--- src/rtl/serial_seq_gen.sv ---
// Serial word transmitter: shifts a WIDTH-bit word out MSB first, then idles for GAP cycles.
// Optional sweep mode retransmits cur_value+1 back-to-back until the all-ones word has gone out.
module serial_seq_gen #(
  parameter int WIDTH = 8,
  parameter int GAP   = 4
) (
  input  logic                     clk,
  input  logic                     rst,
  input  logic                     start,
  input  logic                     sweep,
  input  logic [WIDTH-1:0]         data_in,
  output logic                     dout,
  output logic                     valid,
  output logic                     busy,
  output logic                     done,
  output logic [WIDTH-1:0]         cur_value,
  output logic [$clog2(WIDTH)-1:0] bit_idx,
  output logic [1:0]               dbg_state
);

  localparam int IW = $clog2(WIDTH);

  // Handshake: start is a request taken only while busy=0; a taken start
  // makes busy=1 on the next edge, and done pulses for the one cycle in which
  // busy has fallen back to 0. There is no back-pressure on dout/valid.

  typedef enum logic [1:0] {
    S_IDLE  = 2'd0,
    S_SHIFT = 2'd1,
    S_GAP   = 2'd2
  } state_t;

  state_t           state, state_n;
  logic [WIDTH-1:0] sh, sh_n, cur_n, next_word;
  logic [IW-1:0]    idx_n;
  logic [3:0]       gap_cnt, gap_n;
  logic             dout_n, valid_n, done_n, eow, sweep_more;

  assign next_word  = cur_value + WIDTH'(1);
  assign sweep_more = sweep && (cur_value != '1);
  assign dbg_state  = state;

  always_comb begin
    state_n = state;
    sh_n    = sh;
    cur_n   = cur_value;
    idx_n   = bit_idx;
    gap_n   = gap_cnt;
    dout_n  = 1'b0;
    valid_n = 1'b0;
    done_n  = 1'b0;
    eow     = 1'b0;
    case (state)
      S_IDLE: begin
        if (start) begin
          state_n = S_SHIFT;
          sh_n    = data_in;
          cur_n   = data_in;
          idx_n   = IW'(WIDTH - 1);
          dout_n  = data_in[WIDTH-1];
          valid_n = 1'b1;
        end
      end
      S_SHIFT: begin
        if (bit_idx != '0) begin
          sh_n    = sh << 1;
          dout_n  = sh[WIDTH-2];
          valid_n = 1'b1;
          idx_n   = bit_idx - 1'b1;
        end else if (GAP != 0) begin
          state_n = S_GAP;
          gap_n   = 4'(GAP - 1);
        end else begin
          eow = 1'b1;
        end
      end
      S_GAP: begin
        if (gap_cnt != '0) gap_n = gap_cnt - 1'b1;
        else               eow   = 1'b1;
      end
      default: state_n = S_IDLE;
    endcase

    // End of word: either reload the incremented word straight into SHIFT or finish.
    if (eow) begin
      if (sweep_more) begin
        state_n = S_SHIFT;
        sh_n    = next_word;
        cur_n   = next_word;
        idx_n   = IW'(WIDTH - 1);
        dout_n  = next_word[WIDTH-1];
        valid_n = 1'b1;
      end else begin
        state_n = S_IDLE;
        done_n  = 1'b1;
      end
    end
  end

  always_ff @(posedge clk) begin
    if (rst) begin
      state     <= S_IDLE;
      sh        <= '0;
      cur_value <= '0;
      bit_idx   <= '0;
      gap_cnt   <= '0;
      dout      <= 1'b0;
      valid     <= 1'b0;
      busy      <= 1'b0;
      done      <= 1'b0;
    end else begin
      state     <= state_n;
      sh        <= sh_n;
      cur_value <= cur_n;
      bit_idx   <= idx_n;
      gap_cnt   <= gap_n;
      dout      <= dout_n;
      valid     <= valid_n;
      busy      <= (state_n != S_IDLE);
      done      <= done_n;
    end
  end

endmodule

--- config.mk ---
export PLATFORM = sky130hd
export DESIGN_NAME = serial_seq_gen
export DESIGN_NICKNAME = d
export VERILOG_FILES = /design/src/rtl/serial_seq_gen.sv
export SDC_FILE = /design/constraint.sdc
export NUM_CORES = 1
export LEC_CHECK = 0
export BUFFER_PORTS_ARGS = -buffer_cell sky130_fd_sc_hd__buf_2
export CAP_MARGIN = 20
export CORE_UTILIZATION = 40
export DETAILED_ROUTE_END_ITERATION = 8
export GPL_TIMING_DRIVEN = 0
export PLACE_DENSITY = 0.67
export SLEW_MARGIN = 20
export SYNTH_ARGS = -nofsm -noshare
export SYNTH_HDL_FRONTEND = slang
export SYNTH_SLANG_ARGS = --single-unit
--- constraint.sdc ---
create_clock -name clk -period 2.1 [get_ports clk]
set_input_delay 0.315 -clock clk [delete_from_list [all_inputs] [get_ports clk]]
set_output_delay 0.315 -clock clk [all_outputs]
set_load 0.01 [all_outputs]
# --- After elaboration in Yosys (flattened, before gate mapping) ---
# Index checks and enable logic that the tools add are counted.
classes:
  eq_ne: 5
  reduce_logical: 8
  n_addsub: 3
  mux: 35
  n_bitwise: 1
op_table:
  columns: ["operator", "count"]
  rows:
  - ["2-to-1 mux 8 bit", 8]
  - ["case mux 8 bit (2 select lines)", 1]
  - ["2-to-1 mux 1 bit", 12]
  - ["2-to-1 mux 3 bit", 4]
  - ["adder 8 x 1 -> 8 bit, second input constant", 1]
  - ["2-to-1 mux 4 bit", 2]
  - ["!= test 8 bit, second input constant", 1]
  - ["case mux 4 bit (2 select lines)", 1]
  - ["2-to-1 mux 2 bit", 3]
  - ["case mux 2 bit (3 select lines)", 1]
  - ["case mux 3 bit (2 select lines)", 1]
  - ["!= test 2 bit, second input constant", 2]
  - ["case mux 1 bit (2 select lines)", 2]
  - ["nonzero test 2 bit", 2]
  - ["nonzero test 4 bit", 1]
  - ["subtractor 4 x 1 -> 4 bit, second input constant", 1]
  - ["AND reduction 3 bit", 1]
  - ["nonzero test 3 bit", 1]
  - ["subtractor 3 x 1 -> 3 bit, second input constant", 1]
  - ["== test 2 x 1 -> 1 bit, second input constant", 1]
  - ["== test 2 bit, second input constant", 1]
  - ["zero test 2 bit", 1]
  - ["OR reduction 2 bit", 1]
  - ["logical AND 1 bit", 1]
  - ["NOT 1 bit", 1]
word_totals:
  regBits: 29
  word_cells: 61
  in_bits: 12
  output_inout_bits: 17

# --- Depth between registers and ports, before layout ---
# Gate-level depths: netlist of run 1.
logic_depth:
  word_depth: 5
  ltp_mapped: 7
  mapped_depth_nobuf: 6

# --- Worst setup path after synthesis of run 1 ---
# No wires, ideal clock.
synth_path:
  kind: "reg2reg"
  startpoint: "reg cur_value[0]"
  endpoint: "reg cur_value[2]"
  n_path_buf: 1
  t_required_ns: 1.967
  path_stages_with_launch: 7
  synth_period_minus_slack_ns: 1.661
  arrival_ns: 1.528
  setup_time_ns: 0.133
  slack_ns: 0.439
  cell_sequence: "dfxtp_1 -> ha_1 -> nand4_2 -> o21a_2 -> buf_6 -> a32oi_1 -> a31oi_1"
synth_via:
  elab_chain_len: 4
  elab_cells_between_ends: 5
  cone_classes: "1 x add/sub; 1 x eq/ne; 2 x mux; 1 x reduce/logical"
synth_lines:
  columns: ["element", "line_no", "source"]
  rows:
  - ["start, declared", "16", "output logic [WIDTH-1:0] cur_value,"]
  - ["start signal, assigned", "114", "cur_value <= cur_n;"]
  - ["parallel branches: the longest is 2 deep, another holds adder 8 x 1 -> 8 bit", null, null]
  - ["2-to-1 mux 8 bit (*)", "86", "if (sweep_more) begin"]
  - ["2-to-1 mux 8 bit (*)", "85", "if (eow) begin"]
# Mark *: on every way between the ends.
# A chain may end at the register's enable or synchronous reset.

# --- Final worst setup path of run 1 ---
layout_path:
  startpoint: "reg cur_value[0]"
  endpoint: "reg bit_idx[0]"
layout_via:
  elab_chain_len: 4
layout_lines:
  columns: ["element", "line_no", "source"]
  rows:
  - ["!= test 8 bit", "40", "assign sweep_more = sweep && (cur_value != '1);"]
  - ["logical AND 1 bit", "40", null]
  - ["2-to-1 mux 3 bit", "86", null]
  - ["2-to-1 mux 3 bit", "85", null]
  - ["end signal, assigned", "115", "bit_idx <= idx_n;"]
  - ["end, declared", "17", "output logic [$clog2(WIDTH)-1:0] bit_idx,"]
# Every way passes these cells.

==> out/summary.txt, run 1 <==
outcome -> finished, final reports clean
Max IR drop VDD -> 0.289 mV
Max clock buf depth -> 2
Critical R2R Launch -> cur_value[0]
Slew @ Worst Pin -> 0.543 ns
count leader, synth -> dfxtp_1
P&R area growth vs syn -> 17.6%
Final setup viols -> 0
f_max -> 524 MHz
ANT cells -> 0
Max Clock Skew -> 0.00246 ns
PnR worst setup slack -> 0.191 ns
sequential share of the synthesized area -> 36.3%
leakage -> 0.685 nW
total chip power -> 0.00141 W
Worst R2R Setup Slack -> 0.19 ns
IO buf count -> 28
ANT nets after route -> 0
cell depth of the worst min-delay path -> 3
total number of vias -> 1442
critical path launch point type -> flop
GRT overflow -> 0
I/O pins -> 29
Area contributors post-synth -> dfxtp_1, a221oi_1, ha_1, nand3_1, a211oi_1
# DRC -> 0
post-route setup TNS -> 0 ns
clock insertion delay at the later pin of the skew report -> 0.28 ns
vias in the first global route -> 1387
hold path endpoint -> dout
drt initial violations -> 115
Worst Setup Slack post-DPL -> 0.224 ns
Worst Path Buf+Inv -> 1
placed insts -> 246
H-Tree Depth -> 1
Yosys cell types -> 46
GPL Wtd Cong -> 0.836
CTS Sinks -> 28
relative slew slack -> 63.8%
final non-filler cell total -> 250
core area -> 0.00369 sq mm
initial antenna violation count -> 0
post-cts sizing count -> 0
syn_area_per_cell -> 9.09 sq um
CTS Buf Count -> 3
syn_nets -> 187
Final min period -> 1.91 ns
Worst Path Required -> 2.26 ns
area leader, netlist -> dfxtp_1
crit-path max FO -> 10
YS warnings -> 0
largest family of logic cells by synthesized area -> compound AO/OA/AOI/OAI gates
reg2reg end -> bit_idx[0]
critical path's slowest cell -> dfxtp_1
post-synthesis mux area share -> 0.648%
post-synthesis compound-gate area fraction -> 26.2%
final layout net count -> 220
hold violation count in the final report -> 0
die width -> 64.2 um
Pwr Density -> 776 mW/mm^2
vertical die dimension -> 64.2 um
largest net degree at the start of global routing -> 17
Hold Startpoint -> rst
Clock transition at path regs -> 0.10 ns
Yosys top cell area share -> 36.3%
ys async rst share -> 0%
post-synthesis xor/xnor area fraction -> 2.83%
first-pass GRT wire length -> 6590 um
Post-Synth Simple-Gate Area -> 24.2%
RSZ-0062 raised after global routing -> no
setup bufs post-CTS -> 0
TritonRoute pass-1 iters -> 4
number of synthesized flops with an enable pin -> 0
Worst path max stage delay -> 0.51 ns
kind of critical path -> flop to flop
Routed WL -> 3870 um
CTS Root Cell -> clkbuf_8
Netlist Area Pre-Place -> 0.00155 sq mm
# Max-Cap Violations -> 0
Initial Util -> 41.9%
crit-path cells -> ha_1, nand4_2, o21a_2, buf_6, a21oi_2, a21oi_1
R2R depth -> 6
most frequent cells after synthesis -> dfxtp_1, nand3_1, nor3_1
Synth Flop Type -> dfxtp_1
routed vias/inst -> 5.77
Avg WL per Cell -> 15.5 um
CP endpoint kind -> flop
CTS tree -> built
CTS Hold Bufs -> 0
Die ar. -> 0.00412 sq mm
Synth Register Bits -> 28
Worst Path Arrival -> 2.06 ns
row count -> 22
Adder-Cell Fraction of Synth Area -> 4.05%
HPWL after DPL -> 2700 um
GRT Util Overall -> 20.2%
fin. max-slew vios -> 0
fin crit share -> 90.9%
Hold Crit Class -> input port to flop
CP delay by family, top -> compound AO/OA/AOI/OAI gates
share of layout cells above drive strength 1 -> 27.2%
cell count after synthesis -> 170
-- sequential cells by signal, indices dropped and copies added, names as in the netlist --
signal,count
dbg_state,2
cur_value,8
gap_cnt,4
sh,7
done,1
valid,1
busy,1
dout,1
bit_idx,3
-- how the worst max path moves through the flow --
stage                     slack (ns)  cells past startpoint         start      endpoint
after floorplan                 0.44                      6  cur_value[0]  cur_value[2]
after global placement          0.23                      6  cur_value[0]          busy
after detailed placement        0.22                      6  cur_value[0]          busy
after CTS                       0.20                      6  cur_value[0]    bit_idx[0]
after global routing            0.08                      6  cur_value[0]    bit_idx[0]
final                           0.19                      6  cur_value[0]    bit_idx[0]
-- power breakdown --
| group | internal, W | switching (W) | total (W) |
|---|---|---|---|
| Clock | 0.000255 | 0.000181 | 0.000436 |
| Sequential | 0.000582 | 0.0000529 | 0.000635 |
| Combinational | 0.000147 | 0.000191 | 0.000338 |
-- per-stage QoR --
step                area, sq um  hold WS, ns  utilization (%)
finish                     1820        0.299             49.3
global route               1820        0.315             49.3
CTS                        1820        0.307             49.3
detailed placement         1750        0.498             47.3
global placement           1750        0.499             47.3
floorplan                  1550        0.463                -
-- worst register-to-register path, cell delays in order (launching register included) --
cell     delay (ns)
dfxtp_1        0.51
ha_1           0.28
nand4_2        0.17
o21a_2         0.32
buf_6          0.17
a21oi_2        0.24
a21oi_1        0.10
-- area by class of cell --
type | instances | area [sq um]
inverter | 6 | 22.5
clock inverter | 1 | 30.0
fill | 380 | 1870
timing repair buffer | 28 | 140
clock buffer | 3 | 41.3
tap | 48 | 60.1
multi-input combinational | 127 | 896
sequential | 28 | 561
buffer | 9 | 66.3
-- cell families after synthesis --
logic type                 count (synthesis)
AOI/OAI and AO/OA                         53
DFF                                       28
muxes                                      1
adders and majority gates                  5
buffers and inverters                     15
and+or+nand+nor                           63
xor gates and xnor gates                   5
-- cell usage in the layout (no fill, tap or decap), types with 2 or more instances in the layout --
| cell | n |
|---|---|
| buf_2 | 30 |
| dfxtp_1 | 28 |
| nand3_1 | 11 |
| nor3_1 | 10 |
| nor2_1 | 8 |
| nand2_1 | 8 |
| a221oi_1 | 8 |
| a21oi_1 | 8 |
| a31oi_1 | 7 |
| a211oi_1 | 7 |
| inv_1 | 6 |
| and2_1 | 6 |
| o211ai_1 | 5 |
| ha_1 | 5 |
| a22oi_1 | 4 |
| buf_6 | 3 |
| nor2b_1 | 3 |
| xnor2_1 | 3 |
| nor4_1 | 3 |
| clkbuf_8 | 3 |
| nand2b_1 | 2 |
| nor3b_2 | 2 |
| nand2_2 | 2 |
| buf_4 | 2 |
| clkbuf_1 | 2 |
| a21oi_2 | 2 |
| xor2_1 | 2 |
| o21a_1 | 2 |
-- layer usage --
metal / up-vias / track usage [%] / routed length, um
met2: 41 / 33.5 / 1820
met5: - / 0 / 0
li1: 712 / - / -
met3: 9 / 1.43 / 196
met1: 680 / 27.9 / 1800
met4: 0 / 6.67 / 64
(Power assumes the default switching activity.)
==> run 2, diff against run 1 <==
Settings changed: ABC_AREA set to 1, PLACE_DENSITY 0.67 to 0.66, SLEW_MARGIN 20 to 10.
==> out/summary.txt, run 2 <==
Clock transition at path regs -> 0.10 ns
sequential share of the synthesized area -> 33.0%
Yosys top cell area share -> 33.0%
HPWL after DPL -> 3100 um
initial antenna violation count -> 0
P&R area growth vs syn -> 15.8%
critical path launch point type -> flop
max reg flops -> 8
vertical die dimension -> 67.2 um
Netlist Area Pre-Place -> 0.00170 sq mm
f_max -> 608 MHz
Pint -> 0.00101 W
CTS Sinks -> 28
Final min period -> 1.64 ns
hold violation count in the final report -> 0
final layout net count -> 313
reg2reg end -> sh[4]
outcome -> finished, final reports clean
post-synthesis xor/xnor area fraction -> 1.03%
Worst R2R Setup Slack -> 0.46 ns
Hold Crit Class -> input port to flop
count leader, synth -> nand2_1
PnR worst setup slack -> 0.456 ns
RSZ-0062 raised after global routing -> no
TritonRoute pass-1 iters -> 4
Initial Util -> 42.2%
# DRC -> 0
fin. max-slew vios -> 0
Synth Register Bits -> 28
Avg WL per Cell -> 12.0 um
fin crit share -> 78.3%
Sw Ratio -> 33.5%
cell count after synthesis -> 264
most frequent cells after synthesis -> nand2_1, dfxtp_1, inv_1, nand3_1, nor2_1
Worst Setup Slack post-DPL -> 0.493 ns
hold path endpoint -> done
clock insertion delay at the later pin of the skew report -> 0.28 ns
Sequential Area -> 561 sq um
cell depth of the worst min-delay path -> 4
Routed WL -> 4130 um
fin util -> 48.9%
first-pass GRT wire length -> 6640 um
Slew @ Worst Pin -> 0.524 ns
share of layout cells above drive strength 1 -> 18.3%
Die ar. -> 0.00452 sq mm
CTS tree -> built
Multi-input gate area -> 965 sq um
relative slew slack -> 65.1%
Hold Startpoint -> sweep
row count -> 23
syn_nets -> 281
Max clock buf depth -> 2
ANT cells -> 0
I/O pins -> 29
clock power share -> 28.8%
Max IR drop VDD -> 0.341 mV
Synth Flop Type -> dfxtp_1
routed vias/inst -> 4.88
CTS Root Cell -> clkbuf_8
vias in the first global route -> 1412
Top Registers -> cur_value (8), sh (7), gap_cnt (4)
post-synthesis mux area share -> 0%
Worst Path Arrival -> 1.80 ns
GRT overflow -> 0
core area -> 0.00403 sq mm
Top reg by flops -> cur_value
crit-path max FO -> 10
leading cell type in the layout, fill and taps excluded -> nand2_1
CTS Buf Count -> 3
# Max-Cap Violations -> 0
setup bufs post-CTS -> 0
ys async rst share -> 0%
Area contributors post-synth -> dfxtp_1, nand2_1, nand3_1, a21oi_1, inv_1
die width -> 67.2 um
post-route setup TNS -> 0 ns
drt initial violations -> 103
Yosys cell types -> 27
syn_area_per_cell -> 6.44 sq um
Worst Path Required -> 2.25 ns
Final setup viols -> 0
leakage -> 0.925 nW
post-synthesis compound-gate area fraction -> 14.1%
Pwr Density -> 772 mW/mm^2
Psw -> 0.000509 W
Post-Synth Simple-Gate Area -> 38.0%
Critical R2R Launch -> gap_cnt[0]
R2R depth -> 8
YS warnings -> 0
CTS Hold Bufs -> 0
GPL Wtd Cong -> 0.787
sequential power share -> 41.6%
IO buf count -> 27
kind of critical path -> flop to flop
largest net degree at the start of global routing -> 17
GRT Util Overall -> 19.6%
CP endpoint kind -> flop
H-Tree Depth -> 1
total number of vias -> 1683
post-cts sizing count -> 0
Max Clock Skew -> 0.00400 ns
number of synthesized flops with an enable pin -> 0
largest family of logic cells by synthesized area -> simple AND/OR/NAND/NOR gates
Adder-Cell Fraction of Synth Area -> 3.68%
Filler Cells Inserted -> 438
area leader, netlist -> dfxtp_1
most frequent cells in the layout -> nand2_1, buf_2, dfxtp_1
Gate power share -> 29.7%
ANT nets after route -> 0
run 2: cell count changes after synthesis, moves of 4 or more:
cell,delta
a22oi_1,-4
a31oi_1,-7
a21oi_1,+12
nor3_1,-7
inv_1,+20
o211ai_1,-5
a211oi_1,-7
nor2_1,+16
nand3_1,+15
and2_1,-6
o21ai_0,+10
a221oi_1,-8
nand2_1,+80
run 2: critical path, cell delays in order, from the launching register on:
cell,delay (ns)
dfxtp_1,0.34
inv_1,0.10
ha_1,0.17
nand3_1,0.12
nor2_1,0.19
nand3_2,0.24
buf_6,0.22
nand2_1,0.07
a21oi_1,0.06
run 2: cells by family after synthesis:
group,after synthesis
AO/OA/AOI/OAI,42
XOR/XNOR,2
adder cells (fa/ha/maj),5
buffers and inverters,37
flip-flops,28
AND/OR/NAND/NOR,150
run 2: power groups by stage:
| stage | registers (W) | clock network (W) | logic, W |
|---|---|---|---|
| floorplan | 0.000654 | 0 | 0.000317 |
| global placement | 0.000644 | 0 | 0.000443 |
| detailed placement | 0.000644 | 0 | 0.000447 |
| CTS | 0.000632 | 0.000436 | 0.000449 |
| global route | 0.000639 | 0.000455 | 0.000513 |
| finish | 0.000632 | 0.000437 | 0.000451 |
run 2: area by class of cell:
cell class | instances | share of cell area, %
multi-input cells | 199 | 49.0
flip-flops and latches | 28 | 28.5
repair buffers | 27 | 6.86
inverters | 29 | 5.65
plain buffers | 8 | 3.24
well taps | 50 | 3.18
clock buffers | 3 | 2.10
clock inverters | 1 | 1.52
run 2: per-stage QoR:
| stage | instances | hold WS (ns) | area [sq um] | total power [W] |
|---|---|---|---|---|
| 2_1_floorplan | 264 | 0.471 | 1700 | 0.000971 |
| 3_3_place_gp | 341 | 0.499 | 1900 | 0.00109 |
| 3_5_place_dp | 341 | 0.499 | 1900 | 0.00109 |
| 4_1_cts | 345 | 0.382 | 1970 | 0.00152 |
| 5_1_grt | 345 | 0.402 | 1970 | 0.00161 |
| 6_report | 345 | 0.382 | 1970 | 0.00152 |
run 2: how the worst max path moves through the flow:
stage | startpoint | endpoint | slack, ns | cells past startpoint
3_3_place_gp | gap_cnt[0] | sh[6] | 0.51 | 8
4_1_cts | gap_cnt[0] | sh[4] | 0.47 | 8
3_5_place_dp | gap_cnt[0] | sh[4] | 0.49 | 8
6_report | gap_cnt[0] | sh[4] | 0.46 | 8
5_1_grt | bit_idx[0] | bit_idx[1] | 0.28 | 10
2_1_floorplan | bit_idx[0] | bit_idx[1] | 0.63 | 11
run 2: layer usage:
metal | share of wire (%) | track usage (%)
met1 | 52 | 28.0
met2 | 43 | 29.5
met3 | 4.6 | 2.70
met4 | 1.1 | 7.71
met5 | 0 | 0
==> run 3, diff against run 2 <==
Settings changed: ABC_AREA 1 to 0, PLACE_DENSITY 0.66 to 0.69.
Clock period 2.1 ns to 1.4 ns, I/O delays scaled along.
==> out/summary.txt, run 3 (synthesis gave the netlist of run 1 again) <==
ANT cells -> 0
die width -> 64.2 um
CTS Root Cell -> clkbuf_8
row count -> 22
post-route setup TNS -> -3.56 ns
Fin Hold WS -> 0.198 ns
Gate power share -> 28.7%
I/O pins -> 29
fin util -> 56.4%
fin crit share -> 114%
CTS Sinks -> 28
vertical die dimension -> 64.2 um
leakage -> 0.773 nW
Clock transition at path regs -> 0.10 ns
crit-path cells -> inv_2, ha_4, or3b_4, nor2_8, nand2_2, a221oi_2
PnR worst setup slack -> -0.193 ns
CTS Buf Count -> 3
P&R area growth vs syn -> 34.6%
Max IR drop VDD -> 0.591 mV
RSZ-0062 raised after global routing -> yes
final layout net count -> 230
leading cell type in the layout, fill and taps excluded -> buf_2
Hold Crit Class -> input port to flop
f_max -> 628 MHz
Pwr Density -> 1100 mW/mm^2
final non-filler cell total -> 260
critical path's slowest cell -> or3b_4
most frequent cells in the layout -> buf_2, dfxtp_1, buf_4
violated checks -> negative setup slack
hold violation count in the final report -> 0
Worst R2R Setup Slack -> -0.19 ns
Max clock buf depth -> 2
clock insertion delay at the later pin of the skew report -> 0.29 ns
largest net degree at the start of global routing -> 17
vias in the first global route -> 1407
crit-path max FO -> 8
total number of vias -> 1489
clock power share -> 29.2%
initial antenna violation count -> 0
critical path launch point type -> flop
Psw -> 0.000704 W
Top Registers -> cur_value (8), sh (7), gap_cnt (4)
max reg flops -> 8
CP delay by family, top -> simple AND/OR/NAND/NOR gates
Slew @ Worst Pin -> 0.566 ns
routed vias/inst -> 5.73
Filler Cells Inserted -> 352
Sw Ratio -> 30.9%
Worst Path Buf+Inv -> 1
# DRC -> 0
# Max-Cap Violations -> 0
Initial Util -> 41.9%
GPL Wtd Cong -> 0.846
H-Tree Depth -> 1
Final setup viols -> 25
CP endpoint kind -> flop
share of layout cells above drive strength 1 -> 42.9%
fin. max-slew vios -> 0
TritonRoute pass-1 iters -> 4
Worst Setup Slack post-DPL -> -0.221 ns
Final min period -> 1.59 ns
Routed WL -> 4000 um
Max Clock Skew -> 0.00339 ns
IO buf count -> 28
kind of critical path -> flop to flop
ANT nets after route -> 0
sequential power share -> 42.0%
first-pass GRT wire length -> 6720 um
CTS Hold Bufs -> 0
Die ar. -> 0.00412 sq mm
Worst Path Arrival -> 1.80 ns
Pint -> 0.00158 W
drt initial violations -> 53
HPWL after DPL -> 2700 um
Worst path max stage delay -> 0.41 ns
Top reg by flops -> cur_value
placed insts -> 246
GRT Util Overall -> 21.2%
outcome -> finished with violations
core area -> 0.00369 sq mm
Avg WL per Cell -> 15.4 um
CTS tree -> built
GRT overflow -> 0
relative slew slack -> 62.3%
Worst Path Required -> 1.60 ns
run 3: cell types whose count changed in the layout (fill, tap and decap cells not counted), moves of 9 or more:
cell | previous run | this run
a21oi_1 | 20 | 6
buf_4 | 0 | 11
dfxtp_1 | 28 | 19
inv_1 | 26 | 2
nand2_1 | 88 | 8
nand3_1 | 26 | 9
nor2_1 | 24 | 8
o21ai_0 | 11 | 1
run 3: path summary, 6_finish.rpt:
path,start,to,cells after the start
worst min-delay path,rst,dout,3
worst max register to register,gap_cnt[1],cur_value[0],6
worst min register to register,sh[2],sh[2],2
worst max-delay path,gap_cnt[1],cur_value[0],6
run 3: per-layer routing:
layer	global-route usage (%)	up-vias	part of all wire (%)
li1	-	730	-
met1	28.6	715	47
met3	3.21	4	4.6
met2	33.1	40	47
met4	9.72	0	1.6
met5	0	-	0
run 3: area by class of cell:
type | count | area, sq um | share of cell area [%]
multi-input combinational | 127 | 1040 | 50.1
sequential | 28 | 577 | 27.7
timing repair buffer | 38 | 231 | 11.1
buffer | 9 | 76.3 | 3.67
tap | 48 | 60.1 | 2.89
clock buffer | 3 | 41.3 | 1.99
clock inverter | 1 | 30.0 | 1.44
inverter | 6 | 22.5 | 1.08
run 3: power by group through the flow:
stage | clock network (W) | logic, W | registers, W
3_3_place_gp | 0 | 0.000545 | 0.000978
5_1_grt | 0.000718 | 0.000720 | 0.000972
2_1_floorplan | 0 | 0.000385 | 0.000986
3_5_place_dp | 0 | 0.000548 | 0.000978
4_1_cts | 0.000667 | 0.000611 | 0.000958
6_report | 0.000667 | 0.000655 | 0.000959
run 3: worst register-to-register path: cells and delay by family, from the launching register on:
family | cells | cell delay (ns)
AO/OA/AOI/OAI | 1 | 0.25
adder cells (fa/ha/maj) | 1 | 0.13
buffers and inverters | 1 | 0.07
flip-flops | 1 | 0.34
AND/OR/NAND/NOR | 3 | 0.73
run 3: timing repair:
item	4_1_cts	5_1_grt
endpoints found under the hold margin	0	0
setup endpoints to repair	25	26
gates resized for setup	11	8
pin swaps	3	2
buffers inserted	9	1
cloned	0	0
run 3: stage by stage:
step / instance area, sq um / total power (W)
2_1_floorplan: 1640 / 0.00137
3_3_place_gp: 1840 / 0.00152
3_5_place_dp: 1840 / 0.00153
4_1_cts: 2030 / 0.00224
5_1_grt: 2080 / 0.00241
6_report: 2080 / 0.00228
